--- src/rtl/led_pattern_engine.sv ---
// led_pattern_engine: runtime-selectable LED pattern generator for N_LEDS outputs.
// Modes: marquee, blink, true-PWM breathe, bounce. All state runs only while
// en & pll_locked; leds and step_pulse are registered.
module led_pattern_engine #(
  parameter int unsigned N_LEDS   = 8,
  parameter int unsigned CLK_FREQ = 200_000_000,
  parameter int unsigned STEP_HZ  = 4,
  parameter int unsigned PWM_BITS = 8,
  parameter int unsigned RAMP_DIV = 200_000
) (
  input  logic              pll_clk,
  input  logic              rst_sync,
  input  logic              pll_locked,
  input  logic              en,
  input  logic [1:0]        mode,
  output logic [N_LEDS-1:0] leds,
  output logic              step_pulse
);

  localparam int unsigned STEP_DIV = CLK_FREQ / STEP_HZ;
  localparam int unsigned PRE_W    = $clog2(STEP_DIV);
  localparam int unsigned RAMP_W   = $clog2(RAMP_DIV);
  localparam int unsigned POS_W    = (N_LEDS > 1) ? $clog2(N_LEDS) : 1;

  localparam logic [PRE_W-1:0]    PRE_LAST  = PRE_W'(STEP_DIV - 1);
  localparam logic [RAMP_W-1:0]   RAMP_LAST = RAMP_W'(RAMP_DIV - 1);
  localparam logic [POS_W-1:0]    POS_LAST  = POS_W'(N_LEDS - 1);
  localparam logic [PWM_BITS-1:0] LVL_MAX   = {PWM_BITS{1'b1}};

  typedef enum logic [1:0] {
    M_MARQUEE = 2'd0,
    M_BLINK   = 2'd1,
    M_BREATHE = 2'd2,
    M_BOUNCE  = 2'd3
  } mode_e;

  // dir: 0 = up (increasing pos/level), 1 = down
  mode_e               mode_q,  mode_d;
  logic [PRE_W-1:0]    pre_q,   pre_d;
  logic [RAMP_W-1:0]   ramp_q,  ramp_d;
  logic [PWM_BITS-1:0] pwm_q,   pwm_d;
  logic [PWM_BITS-1:0] level_q, level_d;
  logic [POS_W-1:0]    pos_q,   pos_d;
  logic                dir_q,   dir_d;
  logic                phase_q, phase_d;
  logic [N_LEDS-1:0]   leds_q,  leds_d;
  logic                step_pulse_q, step_pulse_d;

  logic              run_c;
  logic              step_tick_c;
  logic              mode_chg_c;
  logic [N_LEDS-1:0] pattern_c;

  assign run_c       = en & pll_locked;
  assign step_tick_c = run_c & (pre_q == PRE_LAST);
  assign mode_chg_c  = run_c & (mode_e'(mode) != mode_q);

  // LED image of the current state; registered into leds_q one cycle later
  always_comb begin
    pattern_c = '0;
    case (mode_q)
      M_MARQUEE, M_BOUNCE: pattern_c = N_LEDS'(1) << pos_q;
      M_BLINK:             pattern_c = {N_LEDS{phase_q}};
      M_BREATHE:           pattern_c = {N_LEDS{pwm_q < level_q}};
      default:             pattern_c = '0;
    endcase
  end

  // Next-state: prescaler, mode switch (wins over a coincident tick), pattern advance
  always_comb begin
    mode_d       = mode_q;
    pre_d        = pre_q;
    ramp_d       = ramp_q;
    pwm_d        = pwm_q;
    level_d      = level_q;
    pos_d        = pos_q;
    dir_d        = dir_q;
    phase_d      = phase_q;
    leds_d       = leds_q;
    step_pulse_d = 1'b0;

    if (run_c) begin
      pwm_d  = pwm_q + 1'b1;
      leds_d = pattern_c;
      if (mode_chg_c) begin
        mode_d  = mode_e'(mode);
        pre_d   = '0;
        ramp_d  = '0;
        pos_d   = '0;
        level_d = '0;
        phase_d = 1'b0;
        dir_d   = 1'b0;
      end else begin
        pre_d        = step_tick_c ? '0 : pre_q + 1'b1;
        step_pulse_d = step_tick_c;
        case (mode_q)
          M_MARQUEE: begin
            if (step_tick_c) pos_d = (pos_q == POS_LAST) ? '0 : pos_q + 1'b1;
          end
          M_BLINK: begin
            if (step_tick_c) phase_d = ~phase_q;
          end
          M_BOUNCE: begin
            if (step_tick_c && (N_LEDS > 1)) begin
              if (!dir_q) begin
                pos_d = pos_q + 1'b1;
                if (pos_d == POS_LAST) dir_d = 1'b1;
              end else begin
                pos_d = pos_q - 1'b1;
                if (pos_d == '0) dir_d = 1'b0;
              end
            end
          end
          M_BREATHE: begin
            if (ramp_q == RAMP_LAST) begin
              ramp_d = '0;
              if (!dir_q) begin
                level_d = level_q + 1'b1;
                if (level_d == LVL_MAX) dir_d = 1'b1;
              end else begin
                level_d = level_q - 1'b1;
                if (level_d == '0) dir_d = 1'b0;
              end
            end else begin
              ramp_d = ramp_q + 1'b1;
            end
          end
          default: ;
        endcase
      end
    end
  end

  // State registers with asynchronous active-high reset
  always_ff @(posedge pll_clk or posedge rst_sync) begin
    if (rst_sync) begin
      mode_q       <= M_MARQUEE;
      pre_q        <= '0;
      ramp_q       <= '0;
      pwm_q        <= '0;
      level_q      <= '0;
      pos_q        <= '0;
      dir_q        <= 1'b0;
      phase_q      <= 1'b0;
      leds_q       <= '0;
      step_pulse_q <= 1'b0;
    end else begin
      mode_q       <= mode_d;
      pre_q        <= pre_d;
      ramp_q       <= ramp_d;
      pwm_q        <= pwm_d;
      level_q      <= level_d;
      pos_q        <= pos_d;
      dir_q        <= dir_d;
      phase_q      <= phase_d;
      leds_q       <= leds_d;
      step_pulse_q <= step_pulse_d;
    end
  end

  assign leds       = leds_q;
  assign step_pulse = step_pulse_q;

endmodule
--- config.mk ---
export PLATFORM = sky130hd
export DESIGN_NAME = led_pattern_engine
export DESIGN_NICKNAME = d
export VERILOG_FILES = /design/src/rtl/led_pattern_engine.sv
export SDC_FILE = /design/constraint.sdc
export NUM_CORES = 1
export LEC_CHECK = 0
export ABC_AREA = 1
export CORE_ASPECT_RATIO = 1.1
export CORE_UTILIZATION = 38
export CTS_CLUSTER_SIZE = 24
export DETAILED_ROUTE_END_ITERATION = 10
export GPL_TIMING_DRIVEN = 1
export PLACE_DENSITY = 0.63
export SYNTH_ARGS = -nofsm -noshare
export SYNTH_HDL_FRONTEND = slang
export SYNTH_SLANG_ARGS = --single-unit
--- constraint.sdc ---
create_clock -name pll_clk -period 3.99 [get_ports pll_clk]
set_clock_uncertainty 0.1 [all_clocks]
set_input_delay 0.399 -clock pll_clk [delete_from_list [all_inputs] [get_ports pll_clk]]
set_output_delay 0.399 -clock pll_clk [all_outputs]
set_load 0.01 [all_outputs]
==> impl_metrics.py <==
metrics = {
    "outcome": {
        "status": "complete, but fails checks",
        "violations": "DRC",
    },
    "synthesis": {
        "async_flop_share_pct": 100,
        "ys_ff_latch": 76,
        "ys.flop_type": "dfrtp_1",
        "synth_most_common_cell": "nand2_1",
        "syn_inst": 683,
        "synth_top_area_share_pct": 37.6,
        "synth_edf_count": 0,
        "syn_nets": 714,
        "yosys_warnings": 0,
        "synth_top_cell_by_area": "dfrtp_1",
        "synth.avg_cell_area_sq_um": 7.40,
        "syn_area_sq_um": 5050,
        "synth.area.top_cells": "dfrtp_1, nand2_1, nor2_1",
        "synth_cell_types": 47,
        "synth_commonest_cells": "nand2_1, nor2_1, dfrtp_1",
        "ys_seq_area_share_pct": 37.6,
    },
    "global_routing": {
        "grt_start_max_net_pins": 49,
        "grt_antenna_before_repair": 0,
        "grt_overflow": 0,
        "grt_use_total_pct": 18.6,
        "grt_pass1_vias": 4248,
        "grt_pass1_wl_microns": 20200,
    },
    "cells_and_area": {
        "areaGrowthSynthToFinish_pct": 11.1,
        "drive_gt1_share_pct": 10.1,
        "num_antenna_cells": 0,
        "fin_area_sq_um": 5620,
        "fin_nets": 728,
        "fill_cells": 1291,
        "final_core_util_pct": 43.9,
    },
    "clock_tree": {
        "clock_latency_ns": 0.34,
        "cts_buffers": 9,
        "post_cts_buffers": 0,
        "htree_levels": 3,
        "cts_resized": 0,
        "clock_sink_count": 76,
        "clock-root-buffer": "clkbuf_16",
        "cts_hold_buf": 0,
        "cts_tree": "done",
        "clock_tree.buffer_depth": 2,
        "cts.clk_slew.worst_paths_ns": 0.06,
    },
    "setup_path": {
        "cp.required_ns": 4.11,
        "critPathLaunchType": "primary input",
        "critPathMaxStageDelay_ns": 0.45,
        "slowest_stage": "nand2_2",
        "end_kind": "flip-flop",
        "cp_max_fo": 28,
        "critPathArrivalTime_ns": 2.68,
        "setup.worst_path.class": "in -> reg",
        "critical_path.cell_chain": "clkdlybuf4s50_1 > nand2_2 > inv_6 > nand2_2 > inv_2 > nor2_4 > inv_2 > nand2_8 > clkinv_4 > nand2_4 > o21ai_2",
    },
    "place": {
        "port_buffers": 14,
        "dp_hpwl_microns": 8810,
        "gp_congestion": 0.924,
        "place_area_sq_um": 5310,
    },
    "routing": {
        "firstDrtPassIters": 8,
        "remaining_drc_errors": 2,
        "vias": 4490,
        "routed_wl_microns": 11800,
        "vias_per_cell": 5.23,
        "drt_iter0_drc": 274,
        "post_drt_wl_per_cell_microns": 13.8,
        "antenna_left": 0,
    },
    "sta": {
        "finalHoldViolCount": 0,
        "clock.fmax_mhz": 391,
        "final.setup.tns_ns": 0,
        "post-route-period-util_pct": 64.2,
        "setup_viol": 0,
        "rsz0062_at_grt": "false",
        "min_period_ns": 2.56,
        "relSlewSlack_pct": 43.0,
        "maxSlewViolCount": 0,
        "tightest_slew_ns": 0.855,
    },
    "power_and_ir_drop": {
        "powerDensity_nw_per_um2": 525,
        "vdd.ir_drop.worst_v": 0.000211,
        "total_power_mw": 2.95,
        "leakagePower_nw": 2.51,
    },
    "floorplanning": {
        "io_pins": 15,
        "die_y_microns": 123,
        "dieArea_sq_um": 13800,
        "core_sq_um": 12800,
        "dieWidth_microns": 112,
        "rows": 43,
        "start_util_pct": 39.5,
    },
    "flow_run": {
        "maxCapViolCount": 0,
    },
    "min_path": {
        "hold_path_class": "reg -> reg",
    },
}
[layout make-up]
cell class | instances | area (sq um) | share of cell area, %
Tap cell | 157 | 196 | 3.50
Clock buffer | 14 | 274 | 4.88
Multi-Input combinational cell | 517 | 2750 | 49.0
Timing Repair Buffer | 16 | 155 | 2.76
Sequential cell | 76 | 1900 | 33.9
Clock inverter | 1 | 30.0 | 0.535
Inverter | 77 | 308 | 5.48
[where the power goes]
| group | switching [mW] | internal [mW] |
|---|---|---|
| combinational | 0.591 | 0.389 |
| sequential | 0.215 | 0.921 |
| clock | 0.302 | 0.532 |
| total | 1.11 | 1.84 |
[placed cells by master (no fill, tap or decap), drive strengths merged, types with 2 or more instances in the layout]
cell type / synthesis / final
a31oi: 8 / 8
clkbuf: 5 / 14
xnor2: 6 / 6
nor2: 116 / 116
o21ai: 37 / 37
o41ai: 2 / 2
nand3b: 2 / 2
nor3: 18 / 18
dfrtp: 76 / 76
clkinv: 2 / 3
nand3: 45 / 45
and3: 2 / 2
nor4: 3 / 3
buf: 8 / 2
o21a: 3 / 3
xor2: 13 / 13
or2: 2 / 2
a21oi: 39 / 39
ha: 25 / 25
nand2: 172 / 172
clkdlybuf4s50: 0 / 14
nand4: 15 / 15
inv: 75 / 74
[per-layer routing]
metal	up-vias	track usage, %	share of wire, %	routed length, microns
met5	-	0	0	0
met4	0	8.00	2.8	333
met3	30	4.22	3.8	451
met2	96	30.2	46	5480
met1	2103	23.9	47	5560
li1	2261	-	-	-
[worst max-delay path: cells and delay by family]
| kind | cells | cell delay (ns) |
|---|---|---|
| and+or+nand+nor | 5 | 1.24 |
| buffers and inverters | 5 | 0.95 |
| AOI/OAI and AO/OA | 1 | 0.07 |
[worst paths after layout]
| path | end | startpoint | depth (start not counted) | slack [ns] |
|---|---|---|---|---|
| setup / recovery | level_q[6] | en | 11 | 1.43 |
| hold / removal | pwm_q[7] | pwm_q[7] | 1 | 0.39 |
| setup reg to reg | level_q[6] | mode_q[0] | 12 | 1.80 |
| hold reg to reg | pwm_q[7] | pwm_q[7] | 1 | 0.39 |
| max in group asynchronous | pre_q[20] | rst_sync | 3 | 2.62 |
| min in group asynchronous | step_pulse | rst_sync | 2 | 0.43 |
[through the flow]
step | worst slack, ns | cells | hold slack [ns]
floorplan | 1.55 | 683 | 0.352
global placement | 1.14 | 843 | 0.377
detailed placement | 1.06 | 843 | 0.385
CTS | 1.41 | 858 | 0.392
global route | 1.20 | 858 | 0.398
finish | 1.43 | 858 | 0.389
[cell families after synthesis]
kind of cell    synth area share (%)
simple gates                    33.4
compound gates                  11.6
buf+inv                         7.95
flops                           37.6
fa+ha+maj                       6.19
xor+xnor                        3.29
[registers in the layout (all words and copies together) (netlist names)]
signal	cells
phase_q	1
step_pulse	1
dir_q	1
pos_q	3
mode_q	2
leds	8
ramp_q	18
level_q	8
pwm_q	8
pre_q	26
Power figures use the tool's default switching activity.
